[config.mk]
export PLATFORM = sky130hd
export DESIGN_NAME = udp_tx_header_inserter
export DESIGN_NICKNAME = d
export VERILOG_FILES = /design/src/rtl/udp_tx_header_inserter.sv
export SDC_FILE = /design/constraint.sdc
export NUM_CORES = 1
export LEC_CHECK = 0
export ABC_AREA = 1
export BUFFER_PORTS_ARGS = -buffer_cell sky130_fd_sc_hd__buf_4
export CORE_MARGIN = 5
export CORE_UTILIZATION = 30
export DETAILED_ROUTE_END_ITERATION = 12
export PLACE_DENSITY = 0.5
export SLEW_MARGIN = 10
export SYNTH_ARGS = -nofsm -noshare
export SYNTH_HDL_FRONTEND = slang
export SYNTH_SLANG_ARGS = --single-unit
[constraint.sdc]
create_clock -name clk -period 3.3 [get_ports clk]
set_input_delay 0.66 -clock clk [delete_from_list [all_inputs] [get_ports clk]]
set_output_delay 0.66 -clock clk [all_outputs]
set_load 0.05 [all_outputs]
[src/rtl/udp_tx_header_inserter.sv]
`default_nettype none
// ============================================================================
// udp_tx_header_inserter: prepends the 8-byte UDP header and forwards payload
// to IP TX. Optional length enforcement: UDP_TX_LENGTH_ENFORCE_EN. Rev 1.0
// ============================================================================
module udp_tx_header_inserter #(
  parameter logic [15:0] MAX_PAYLOAD = 16'd1472,
  parameter logic [7:0]  IP_PROTOCOL = 8'd17
) (
  input  logic        clk,
  input  logic        reset,
  input  logic        udp_tx_start,
  input  logic [31:0] udp_tx_dst_ip_addr,
  input  logic [15:0] udp_tx_dst_port,
  input  logic [15:0] udp_tx_src_port,
  input  logic [15:0] udp_tx_data_length,
  output logic [1:0]  udp_tx_result,
  input  logic [7:0]  udp_tx_data_out,
  input  logic        udp_tx_data_out_valid,
  input  logic        udp_tx_data_out_last,
  output logic        udp_tx_data_out_ready,
  output logic        ip_tx_start,
  output logic [31:0] ip_tx_dst_ip_addr,
  output logic [7:0]  ip_tx_protocol,
  output logic [15:0] ip_tx_data_length,
  input  logic [1:0]  ip_tx_result,
  output logic [7:0]  ip_tx_data,
  output logic        ip_tx_data_valid,
  output logic        ip_tx_data_last,
  input  logic        ip_tx_data_ready
);

  localparam logic [1:0] c_RES_NONE    = 2'b00;
  localparam logic [1:0] c_RES_SENDING = 2'b01;
  localparam logic [1:0] c_RES_ERR     = 2'b10;
  localparam logic [1:0] c_RES_SENT    = 2'b11;

  localparam logic [2:0] c_IDLE    = 3'd0;
  localparam logic [2:0] c_WAIT_IP = 3'd1;
  localparam logic [2:0] c_HDR     = 3'd2;
  localparam logic [2:0] c_PAYLOAD = 3'd3;
  localparam logic [2:0] c_DONE    = 3'd4;
  localparam logic [2:0] c_ERR     = 3'd5;
`ifdef UDP_TX_LENGTH_ENFORCE_EN
  localparam logic [2:0] c_PAD     = 3'd6;
  localparam logic [2:0] c_DROP    = 3'd7;
`endif

  logic [2:0]  r_state;
  logic [1:0]  r_result;
  logic [31:0] r_dst_ip;
  logic [15:0] r_dst_port;
  logic [15:0] r_src_port;
  logic [15:0] r_length;
  logic [15:0] r_len8;
  logic [15:0] r_byte_cnt;
  logic [2:0]  r_hdr_idx;
  logic        r_ip_start;

  logic        w_abort;
  logic        w_pay_xfer;
  logic [15:0] w_cnt_next;
  logic [7:0]  w_hdr_byte;
`ifdef UDP_TX_LENGTH_ENFORCE_EN
  logic        w_final;
  assign w_final = (w_cnt_next == r_length);
`endif

  // An IP-side error kills the current beat in the same cycle it is seen.
  assign w_abort    = (ip_tx_result == c_RES_ERR);
  assign w_pay_xfer = udp_tx_data_out_valid & ip_tx_data_ready & ~w_abort;
  assign w_cnt_next = r_byte_cnt + 16'd1;

  assign udp_tx_result     = r_result;
  assign ip_tx_start       = r_ip_start;
  assign ip_tx_dst_ip_addr = r_dst_ip;
  assign ip_tx_protocol    = IP_PROTOCOL;
  assign ip_tx_data_length = r_len8;

  always_comb begin
    w_hdr_byte = 8'h00;
    case (r_hdr_idx)
      3'd0:    w_hdr_byte = r_src_port[15:8];
      3'd1:    w_hdr_byte = r_src_port[7:0];
      3'd2:    w_hdr_byte = r_dst_port[15:8];
      3'd3:    w_hdr_byte = r_dst_port[7:0];
      3'd4:    w_hdr_byte = r_len8[15:8];
      3'd5:    w_hdr_byte = r_len8[7:0];
      default: w_hdr_byte = 8'h00;
    endcase
  end

  always_comb begin
    ip_tx_data            = 8'h00;
    ip_tx_data_valid      = 1'b0;
    ip_tx_data_last       = 1'b0;
    udp_tx_data_out_ready = 1'b0;
    case (r_state)
      c_HDR: begin
        ip_tx_data       = w_hdr_byte;
        ip_tx_data_valid = 1'b1;
        ip_tx_data_last  = (r_hdr_idx == 3'd7) && (r_length == 16'd0);
      end
      c_PAYLOAD: begin
        ip_tx_data            = udp_tx_data_out;
        ip_tx_data_valid      = udp_tx_data_out_valid & ~w_abort;
        udp_tx_data_out_ready = ip_tx_data_ready & ~w_abort;
`ifdef UDP_TX_LENGTH_ENFORCE_EN
        ip_tx_data_last       = w_final;
`else
        ip_tx_data_last       = udp_tx_data_out_last;
`endif
      end
`ifdef UDP_TX_LENGTH_ENFORCE_EN
      c_PAD: begin
        ip_tx_data_valid = 1'b1;
        ip_tx_data_last  = w_final;
      end
      c_DROP: udp_tx_data_out_ready = 1'b1;
`endif
      default: ;
    endcase
  end

  always_ff @(posedge clk) begin
    if (reset) begin
      r_state    <= c_IDLE;
      r_result   <= c_RES_NONE;
      r_dst_ip   <= 32'd0;
      r_dst_port <= 16'd0;
      r_src_port <= 16'd0;
      r_length   <= 16'd0;
      r_len8     <= 16'd0;
      r_byte_cnt <= 16'd0;
      r_hdr_idx  <= 3'd0;
      r_ip_start <= 1'b0;
    end else begin
      r_ip_start <= 1'b0;
      case (r_state)
        c_IDLE: begin
          if (udp_tx_start) begin
            r_dst_ip   <= udp_tx_dst_ip_addr;
            r_dst_port <= udp_tx_dst_port;
            r_src_port <= udp_tx_src_port;
            r_length   <= udp_tx_data_length;
            r_len8     <= udp_tx_data_length + 16'd8;
            if (udp_tx_data_length > MAX_PAYLOAD) begin
              r_result <= c_RES_ERR;
              r_state  <= c_ERR;
            end else begin
              r_ip_start <= 1'b1;
              r_result   <= c_RES_SENDING;
              r_state    <= c_WAIT_IP;
            end
          end
        end
        c_WAIT_IP: begin
          if (ip_tx_result == c_RES_SENDING) begin
            r_hdr_idx <= 3'd0;
            r_state   <= c_HDR;
          end else if (w_abort) begin
            r_result <= c_RES_ERR;
            r_state  <= c_ERR;
          end
        end
        c_HDR: begin
          if (w_abort) begin
            r_result <= c_RES_ERR;
            r_state  <= c_ERR;
          end else if (ip_tx_data_ready) begin
            r_hdr_idx <= r_hdr_idx + 3'd1;
            if (r_hdr_idx == 3'd7) begin
              r_byte_cnt <= 16'd0;
              if (r_length == 16'd0) begin
                r_result <= c_RES_SENT;
                r_state  <= c_DONE;
              end else begin
                r_state <= c_PAYLOAD;
              end
            end
          end
        end
        c_PAYLOAD: begin
          if (w_abort) begin
            r_result <= c_RES_ERR;
            r_state  <= c_ERR;
          end else if (w_pay_xfer) begin
            r_byte_cnt <= w_cnt_next;
`ifdef UDP_TX_LENGTH_ENFORCE_EN
            // Declared length wins: early last pads, missing last drops the excess.
            if (w_final) begin
              if (udp_tx_data_out_last) begin
                r_result <= c_RES_SENT;
                r_state  <= c_DONE;
              end else begin
                r_state <= c_DROP;
              end
            end else if (udp_tx_data_out_last) begin
              r_state <= c_PAD;
            end
`else
            if (udp_tx_data_out_last) begin
              r_result <= c_RES_SENT;
              r_state  <= c_DONE;
            end
`endif
          end
        end
`ifdef UDP_TX_LENGTH_ENFORCE_EN
        c_PAD: begin
          if (w_abort) begin
            r_result <= c_RES_ERR;
            r_state  <= c_ERR;
          end else if (ip_tx_data_ready) begin
            r_byte_cnt <= w_cnt_next;
            if (w_final) begin
              r_result <= c_RES_SENT;
              r_state  <= c_DONE;
            end
          end
        end
        c_DROP: begin
          if (udp_tx_data_out_valid && udp_tx_data_out_last) begin
            r_result <= c_RES_ERR;
            r_state  <= c_ERR;
          end
        end
`endif
        c_DONE, c_ERR: begin
          if (!udp_tx_start) r_state <= c_IDLE;
        end
        default: r_state <= c_IDLE;
      endcase
    end
  end

endmodule
`default_nettype wire

==> impl_metrics.csv, run 1 <==
group,metric,value,unit
run_status,outcome,"completed",
worst_setup_path,crit_path_max_fanout,5,
yosys,synth-async-reset-ratio,0,%
die,start_util,30.6,%
final_layout,drive_above_1_share,22.6,%
clock_network,tritoncts,"done",
yosys,synth_top_family_by_area,"simple AND/OR/NAND/NOR gates",
die,die-area,18200,sq um
hold_path,min_path_cells,2,
final_layout,stdcell_area,6230,sq um
clock_network,cts.path.max_buffers,2,
route,firstDrtPassIters,6,
sta,fin_hold_ws,0.458,ns
clock_network,cts_inserted_buffers,9,
yosys,ys_seq_area_share,43.7,%
global_routing,busiest_layer,"met2",
hold_path,hold_end,"r_dst_port[11]$_SDFFE_PP0P_",
clock_network,clkSlewWorstSetupHoldPaths,0.07,ns
die,num_rows,45,
global_routing,grt_pass1_wl,23.6,mm
worst_setup_path,worstSetupPathType,"reg2out",
placed_design,dp_hpwl,11.2,mm
yosys,synth_edf_count,0,
clock_network,root_buffer,"clkbuf_16",
global_routing,first_global_vias,4606,
hold_path,hp-start,"r_dst_port[11]$_SDFFE_PP0P_",
worst_setup_path,required,2.64,ns
worst_setup_path,cp-start-kind,"flop",
placed_design,place.gp.congestion,0.900,
sta,min_period,2.75,ns
sta,final.period_utilization,83.4,%
placed_design,dp_slack,0.973,ns
die,dieHeight,135,um
final_layout,final_common_cell,"buf_4",
yosys,synth_xor_area_share,1.12,%
final_layout,diodes,0,
clock_network,clock-sinks,102,
yosys,synth.yosys.warnings,0,
clock_network,hold_buffers,0,
worst_setup_path,worstRegToRegCells,7,
route,drc,0,
pwr,power.total,4790,uW
yosys,synth-simple-area-share,22.5,%
die,die_w,135,um
sta,maxSlewHeadroom,54.7,%
pwr,peakVddDrop,0.322,mV
final_layout,syn_to_final_growth,33.3,%
global_routing,antenna_found_initial,0,
global_routing,grt_max_degree,82,
global_routing,grt_util_all_layers,16.3,%
yosys,synth.distinct_cells,35,
worst_setup_path,end_kind,"output pin",
die,placeableCoreArea,15300,sq um
route,ant_nets,0,
sta,max_freq,363,MHz
global_routing,met1_usage,21.8,%
worst_setup_path,r2r_slack,1.34,ns
route,vias_per_cell,4.65,
sta,worst_slack,0.548,ns
final_layout,fillers,1613,
yosys,synthMuxAreaShare,0,%
yosys,synth-main-ff-cell,"dfxtp_1",
sta,rsz0062_at_grt,"no",
final_layout,fin_nets,905,
worst_setup_path,cp.arrival,2.09,ns
global_routing,grt.overflow.total,0,
pwr,p_leak,0.00293,uW
clock_network,cts_setup_buffers,0,
worst_setup_path,r2r-start,"r_state[1]$_SDFFE_PP0P_",
global_routing,use_met3,5.10,%
hold_path,hold_path.class,"reg2reg",
route,wl_per_cell,14.7,um
clock_network,htreeDepth,3,
sta,fin_setup_tns,0,ns
route,drt-total-wl,14.9,mm
yosys,synth_area_per_cell,7.03,sq um
sta,hold_violations,0,
route,dr.first_iter.drc_count,262,
placed_design,portBuffers,157,
die,io_pins,166,
clock_network,cts_resized,0,
yosys,synthAdderAreaFrac,2.41,%
route,num_vias,4719,
sta,drv_slew,0,
clock_network,clk_latency,0.35,ns
placed_design,placed_cell_area,5950,sq um
yosys,synth-seq-cells,102,
yosys,synth_compound_area_share,19.4,%
sta,setup_viol,0,
yosys,syn_area,4670,sq um
global_routing,met2_usage,24.8,%
sta,worstMarginPinSlew,0.680,ns
pwr,p_per_area,769,nW/um^2
run,drv_cap,0,
yosys,syn-instance-count,665,
worst_setup_path,crit-reg2reg-capture,"r_src_port[0]$_SDFFE_PP0P_",
sta,finalClockSkew,0.00684,ns
final_layout,final_cell_mix,"buf_4, nor2_1, o21ai_0, dfxtp_1, nand2_1",
==> worst max-delay path by stage <==
stage | start | endpoint | cells past startpoint
after global placement | r_hdr_idx[0]$_SDFFE_PP0P_ | ip_tx_data[3] | 7
after floorplan | r_hdr_idx[1]$_SDFFE_PP0P_ | ip_tx_data[1] | 7
final | r_hdr_idx[1]$_SDFFE_PP0P_ | ip_tx_data[3] | 9
after detailed placement | r_hdr_idx[1]$_SDFFE_PP0P_ | ip_tx_data[3] | 9
after global routing | r_hdr_idx[1]$_SDFFE_PP0P_ | ip_tx_data[3] | 9
after CTS | r_hdr_idx[1]$_SDFFE_PP0P_ | ip_tx_data[3] | 9
==> logic make-up (layout without fill, tap and decap cells) <==
kind of cell,after synthesis,after routing
simple gates,262,262
compound gates,171,171
buf+inv,113,246
flops,102,102
fa+ha+maj,9,9
xor+xnor,6,6
other cells,2,8
==> metal layers <==
metal  vias up  wire length, um
met1      2112             6750
met3        14             1450
met4         0              225
met2       192             6470
li1       2401                -
met5         -                0
==> critical path, cell delays in order (launching register included) <==
cell and delay [ns]:
dfxtp_1 0.40, inv_1 0.10, ha_1 0.20, nand2_1 0.16, inv_1 0.10, nand2_1 0.06
o21ai_0 0.10, o31ai_1 0.33, nand2_1 0.08, buf_4 0.20
==> synthesized netlist by cell type (2+ instances only) <==
cell / count / share of area, %
a21oi_1: 44 / 4.7
a31oi_1: 2 / 0.27
buf_2: 17 / 1.8
buf_4: 13 / 2.1
clkbuf_1: 12 / 0.96
conb_1: 2 / 0.16
dfxtp_1: 102 / 44
ha_1: 9 / 2.4
inv_1: 67 / 5.4
inv_2: 2 / 0.16
nand2_1: 92 / 7.4
nand3_1: 18 / 1.9
nand4_1: 4 / 0.54
nor2_1: 131 / 11
nor2_2: 3 / 0.40
nor3_1: 10 / 1.1
o211a_1: 2 / 0.43
o21ai_0: 104 / 11
o22ai_1: 10 / 1.3
o31ai_1: 2 / 0.32
xor2_1: 5 / 0.94
==> through the flow <==
stage                     cells  util (%)
after CTS                  1015      40.8
after detailed placement   1000      39.0
after global placement     1000      39.0
after floorplan             671         -
final                      1015      40.8
after global routing       1015      40.8
==> area by class of cell <==
type / count / area (sq um) / share of cell area, %
timing repair buffer: 162 / 1230 / 19.7
inverter: 69 / 260 / 4.18
tap: 211 / 264 / 4.24
clock buffer: 11 / 233 / 3.74
multi-input combinational: 456 / 2150 / 34.5
clock inverter: 4 / 48.8 / 0.784
sequential: 102 / 2040 / 32.8
==> state kept, by name, indices dropped and copies added, names as in the netlist <==
register	count
ip_tx_data_length	13
ip_tx_dst_ip_addr	32
ip_tx_start	1
r_dst_port	16
r_hdr_idx	3
r_length	16
r_src_port	16
r_state	3
udp_tx_result	2
==> report_power, final <==
group	switching [uW]	leakage (uW)	internal [uW]
clock	456	0.000139	583
sequential	209	0.000843	1580
combinational	1380	0.00195	583
total	2040	0.00293	2750
No activity file was read; power rests on OpenSTA's default activity.
==> run 2, diff against run 1 <==
PLACE_DENSITY = 0.52   (was 0.5)
clock period = 2.3 ns   (was 3.3 ns; I/O delays follow)
==> run 2 against run 1 <==
Compared with the run above: routed wire length up 1.8%; die area did not move; worst setup slack worse by 0.53 ns; sequential share of layout area decreased by 1.5 points; sequential power increased by 44%; critical path type unchanged; highest routed layer unchanged; largest cell class unchanged; largest power group unchanged.
==> impl_metrics.csv, run 2 (same netlist as run 1, synthesis figures left out) <==
group,metric,value,unit
run_status,outcome,"completed",
route,dr.first_iter.drc_count,265,
sta,finalClockSkew,0.00409,ns
worst_setup_path,critPathSlowestCell,"dfxtp_4",
global_routing,grt_pass1_wl,23.3,mm
global_routing,first_global_vias,4493,
route,wl_met2,6.88,mm
clock_network,tritoncts,"done",
placed_design,portBuffers,157,
placed_design,dp_hpwl,11.2,mm
pwr,p_int,4040,uW
worst_setup_path,worstSetupPathType,"reg2out",
route,firstDrtPassIters,5,
final_layout,drive_above_1_share,27.2,%
pwr,p_leak,0.00303,uW
global_routing,grt_util_all_layers,16.2,%
clock_network,cts.path.max_buffers,2,
sta,final.period_utilization,99.3,%
pwr,power.total,7000,uW
worst_setup_path,crit_path_max_fanout,8,
final_layout,regArea,2050,sq um
final_layout,final_util,43.0,%
route,dr_wl_met3,1.34,mm
worst_setup_path,crit_cells,7,
global_routing,grt.overflow.total,0,
hold_path,hold_path.class,"in2reg",
clock_network,htreeDepth,3,
hold_path,hp-start,"udp_tx_dst_ip_addr[0]",
worst_setup_path,required,1.84,ns
final_layout,fin_nets,917,
pwr,peakVddDrop,0.616,mV
final_layout,final_cell_mix,"buf_4, nor2_1, dfxtp_1, o21ai_0, nand2_1",
pwr,p_clk_share,21.7,%
final_layout,diodes,0,
worst_setup_path,cpLargestDelayFamily,"buffers and inverters",
pwr,p_per_area,1070,nW/um^2
clock_network,clkSlewWorstSetupHoldPaths,0.07,ns
worst_setup_path,r2r-start,"r_state[2]$_SDFFE_PP0P_",
die,dieHeight,135,um
worst_setup_path,r2r_slack,0.59,ns
hold_path,min_path_cells,3,
global_routing,antenna_found_initial,0,
final_layout,final_common_cell,"buf_4",
sta,hold_violations,0,
final_layout,multi_input_area,2300,sq um
clock_network,hold_buffers,0,
sta,rsz0062_at_grt,"yes",
clock_network,cts_inserted_buffers,9,
clock_network,clock-sinks,102,
worst_setup_path,worstRegToRegCells,7,
clock_network,clk_latency,0.35,ns
pwr,seq_power_share,36.9,%
worst_setup_path,end_kind,"output pin",
hold_path,hold_end,"ip_tx_dst_ip_addr[0]$_SDFFE_PP0P_",
route,wl_per_cell,14.8,um
route,drt-total-wl,15.1,mm
placed_design,dp_slack,0.157,ns
worst_setup_path,critical_path.cell_chain,"clkinvlp_4, buf_4, nand2_8, o21ai_2, o31ai_2, nand2_1, buf_6",
final_layout,largest_register_ffs,32,
die,io_pins,166,
die,die-area,18200,sq um
pwr,swShare,42.3,%
run,drv_cap,0,
route,num_vias,4692,
sta,min_period,2.28,ns
final_layout,fillers,1552,
placed_design,place.gp.congestion,0.922,
global_routing,grt_max_degree,76,
sta,drv_slew,0,
die,placeableCoreArea,15300,sq um
clock_network,root_buffer,"clkbuf_16",
worst_setup_path,cp.arrival,1.82,ns
pwr,power.switching,2960,uW
route,top_layer,"met4",
pwr,pwr-share-comb,41.5,%
final_layout,syn_to_final_growth,40.5,%
sta,worst_slack,0.0171,ns
die,die_w,135,um
route,wl_met1,6.70,mm
worst_setup_path,cp-start-kind,"flop",
sta,max_freq,438,MHz
route,drc,0,
die,start_util,30.6,%
die,num_rows,45,
worst_setup_path,critPathBufInv,3,
worst_setup_path,crit-reg2reg-capture,"r_src_port[10]$_SDFFE_PP0P_",
sta,setup_viol,0,
worst_setup_path,max_stage_delay,0.39,ns
route,ant_nets,0,
route,vias_per_cell,4.57,
==> run 2: changes by cell type in the layout (fill, tap and decap cells not counted), sizes merged <==
cell | previous run | this run
buf | 162 | 174
clkbuf | 11 | 12
inv | 68 | 67
clkinvlp | 0 | 3
clkinv | 4 | 1
==> run 2: how the worst max path moves through the flow <==
stage,startpoint,end,slack (ns)
after floorplan,r_hdr_idx[1]$_SDFFE_PP0P_,ip_tx_data[1],0.04
after global placement,r_hdr_idx[0]$_SDFFE_PP0P_,ip_tx_data[3],0.22
after detailed placement,r_hdr_idx[0]$_SDFFE_PP0P_,ip_tx_data[3],0.16
after CTS,r_hdr_idx[0]$_SDFFE_PP0P_,ip_tx_data[3],-0.03
after global routing,r_hdr_idx[2]$_SDFFE_PP0P_,ip_tx_data[3],-0.06
final,r_hdr_idx[2]$_SDFFE_PP0P_,ip_tx_data[3],0.02
==> run 2: power by group through the flow <==
stage | combinational, uW | clock (uW) | sequential [uW]
3_3_place_gp | 2840 | 0 | 2600
6_report | 2900 | 1520 | 2580
3_5_place_dp | 2850 | 0 | 2610
2_1_floorplan | 1200 | 0 | 3350
5_1_grt | 3150 | 1650 | 2630
4_1_cts | 2890 | 1580 | 2580
==> run 2: repair_timing <==
action | in CTS | in global routing
pin swaps | 7 | 14
endpoints found under the setup margin | 8 | 9
gates resized for setup | 16 | 40
setup buffers | 2 | 8
==> run 2: stage by stage <==
stage | setup TNS (ns) | std cells | area [sq um] | hold slack [ns]
after floorplan | 0 | 671 | 4700 | 0.425
after global placement | 0 | 1002 | 5980 | 0.450
after detailed placement | 0 | 1002 | 5980 | 0.449
after CTS | -0.0265 | 1019 | 6350 | 0.318
after global routing | -0.215 | 1027 | 6570 | 0.320
final | 0 | 1027 | 6570 | 0.332
==> run 2: worst register-to-register path, delay by kind of cell (launching register included) <==
family / cells / cell delay (ns)
flops: 1 / 0.38
compound gates: 2 / 0.34
simple gates: 3 / 0.42
buf+inv: 2 / 0.46
==> run 2: layout make-up <==
cell class	instances	area share, %
repair buffers	174	21.2
flip-flops and latches	102	31.3
clock buffers	12	3.75
multi-input cells	456	35.0
well taps	211	4.02
inverters	69	4.10
clock inverters	3	0.686
==> run 2: per-layer routing <==
| layer | vias up | track usage, % |
|---|---|---|
| met5 | - | 0 |
| met1 | 2096 | 21.2 |
| met3 | 18 | 5.74 |
| li1 | 2430 | - |
| met4 | 0 | 4.41 |
| met2 | 148 | 25.2 |
==> run 3, diff against run 2 <==
PLACE_DENSITY = default   (was 0.52)
==> run 3 against run 2 <==
Compared with the run above: clock skew rose by 0.0062 ns; worst setup slack gained 0.014 ns; sequential cell count unchanged; combinational power barely moved; core utilization decreased by 0.35 points; sequential power about the same; register-to-register slack gained 0.04 ns; highest routed layer unchanged; via count increased by 0.36%; sequential share of layout area is 0.28 points higher.
==> impl_metrics.csv, run 3 (same netlist as run 1, synthesis figures left out) <==
group,metric,value,unit
run_status,outcome,"completed",
sta,worst_slack,0.0315,ns
sta,drv_slew,0,
hold_path,hold_path.class,"in2reg",
final_layout,fin_nets,913,
pwr,p_per_area,1100,nW/um^2
final_layout,final_util,42.7,%
global_routing,grt_pass1_wl,23.0,mm
global_routing,first_global_vias,4430,
route,ant_nets,0,
clock_network,clkSlewWorstSetupHoldPaths,0.07,ns
run,drv_cap,0,
global_routing,grt_max_degree,106,
placed_design,portBuffers,157,
die,start_util,30.6,%
worst_setup_path,worstRegToRegCells,7,
route,drt-total-wl,14.8,mm
worst_setup_path,critPathSlowestCell,"dfxtp_4",
final_layout,multi_input_area,2250,sq um
global_routing,grt.overflow.total,0,
clock_network,cts.path.max_buffers,2,
die,dieHeight,135,um
final_layout,diodes,0,
final_layout,stdcell_area,6510,sq um
clock_network,clock-sinks,102,
sta,setup_viol,0,
sta,hold_violations,0,
final_layout,final_cell_mix,"buf_4, nor2_1, dfxtp_1, o21ai_0, nand2_1",
final_layout,final_common_cell,"buf_4",
final_layout,regArea,2060,sq um
worst_setup_path,worstSetupPathType,"reg2out",
die,placeableCoreArea,15300,sq um
hold_path,hold_end,"ip_tx_dst_ip_addr[3]$_SDFFE_PP0P_",
sta,fin_hold_ws,0.325,ns
worst_setup_path,r2r-start,"r_state[0]$_SDFFE_PP0P_",
worst_setup_path,cp.arrival,1.81,ns
global_routing,antenna_found_initial,0,
worst_setup_path,critical_path.cell_chain,"clkinvlp_4, buf_4, nand2_4, o21ai_1, o31ai_2, nand2_1, buf_6",
placed_design,placed_cell_area,5990,sq um
route,firstDrtPassIters,5,
pwr,peakVddDrop,0.695,mV
hold_path,min_path_cells,3,
worst_setup_path,crit_path_max_fanout,8,
worst_setup_path,crit-reg2reg-capture,"r_src_port[14]$_SDFFE_PP0P_",
worst_setup_path,cp-start-kind,"flop",
final_layout,syn_to_final_growth,39.4,%
clock_network,cts_inserted_buffers,9,
worst_setup_path,required,1.84,ns
final_layout,largest_register_ffs,32,
final_layout,drive_above_1_share,26.6,%
clock_network,tritoncts,"done",
placed_design,place.gp.congestion,0.914,
sta,rsz0062_at_grt,"yes",
pwr,p_leak,0.00301,uW
die,num_rows,45,
placed_design,dp_slack,0.168,ns
hold_path,hp-start,"udp_tx_dst_ip_addr[3]",
route,vias_per_cell,4.60,
die,die-area,18200,sq um
sta,finalClockSkew,0.0103,ns
clock_network,hold_buffers,0,
die,die_w,135,um
route,wl_per_cell,14.4,um
die,io_pins,166,
sta,final.period_utilization,98.6,%
worst_setup_path,max_stage_delay,0.39,ns
route,drc,0,
worst_setup_path,end_kind,"output pin",
final_layout,fillers,1591,
sta,min_period,2.27,ns
placed_design,dp_hpwl,10.6,mm
route,dr.first_iter.drc_count,344,
clock_network,root_buffer,"clkbuf_16",
clock_network,clk_latency,0.35,ns
worst_setup_path,r2r_slack,0.63,ns
route,num_vias,4709,
sta,max_freq,441,MHz
global_routing,grt_util_all_layers,15.9,%
clock_network,htreeDepth,3,
## run 3: area by class of cell
| class | instances | share of cell area (%) |
|---|---|---|
| multi-input combinational | 456 | 34.6 |
| inverter | 69 | 4.13 |
| sequential | 102 | 31.6 |
| clock inverter | 5 | 1.21 |
| tap | 211 | 4.05 |
| clock buffer | 11 | 3.88 |
| timing repair buffer | 170 | 20.5 |
## run 3: stage by stage
| step | instances | total power, uW | setup TNS (ns) |
|---|---|---|---|
| after floorplan | 671 | 4550 | 0 |
| after global placement | 1002 | 5450 | 0 |
| after detailed placement | 1002 | 5460 | 0 |
| after CTS | 1020 | 7180 | -0.00465 |
| after global routing | 1024 | 7590 | -0.228 |
| final | 1024 | 7140 | 0 |
## run 3: how the worst max path moves through the flow
stage	from	endpoint	slack [ns]	cells past startpoint
4_1_cts	r_hdr_idx[0]$_SDFFE_PP0P_	ip_tx_data[2]	-0.005	9
5_1_grt	r_hdr_idx[2]$_SDFFE_PP0P_	ip_tx_data[2]	-0.06	7
6_report	r_hdr_idx[2]$_SDFFE_PP0P_	ip_tx_data[3]	0.03	7
3_3_place_gp	r_hdr_idx[0]$_SDFFE_PP0P_	ip_tx_data[3]	0.21	7
3_5_place_dp	r_hdr_idx[1]$_SDFFE_PP0P_	ip_tx_data[3]	0.17	9
2_1_floorplan	r_hdr_idx[1]$_SDFFE_PP0P_	ip_tx_data[1]	0.04	7
## run 3: report_power, final
group          internal [uW]  switching [uW]  total, uW
Sequential              2270             301       2570
Clock                   1010             682       1700
Combinational            880            1990       2870
## run 3: routing by layer
layer	routed length, um	GRT usage (%)	vias up	share of wire (%)
met4	319	5.83	0	2.2
met1	6910	22.1	2100	47
li1	-	-	2415	-
met5	0	0	-	0
met3	1100	3.87	21	7.4
met2	6430	24.0	173	44
## run 3: what timing repair did
action                                  CTS  global route
setup buffers                             2             4
pin swaps                                 6            10
endpoints found under the setup margin    8             9
gates resized for setup                  19            25
## run 3: critical path, delay by kind of cell (launching register included)
kind	cells	cell delay [ns]
flip-flops	1	0.39
AND/OR/NAND/NOR	2	0.21
AO/OA/AOI/OAI	2	0.34
buffers and inverters	3	0.50
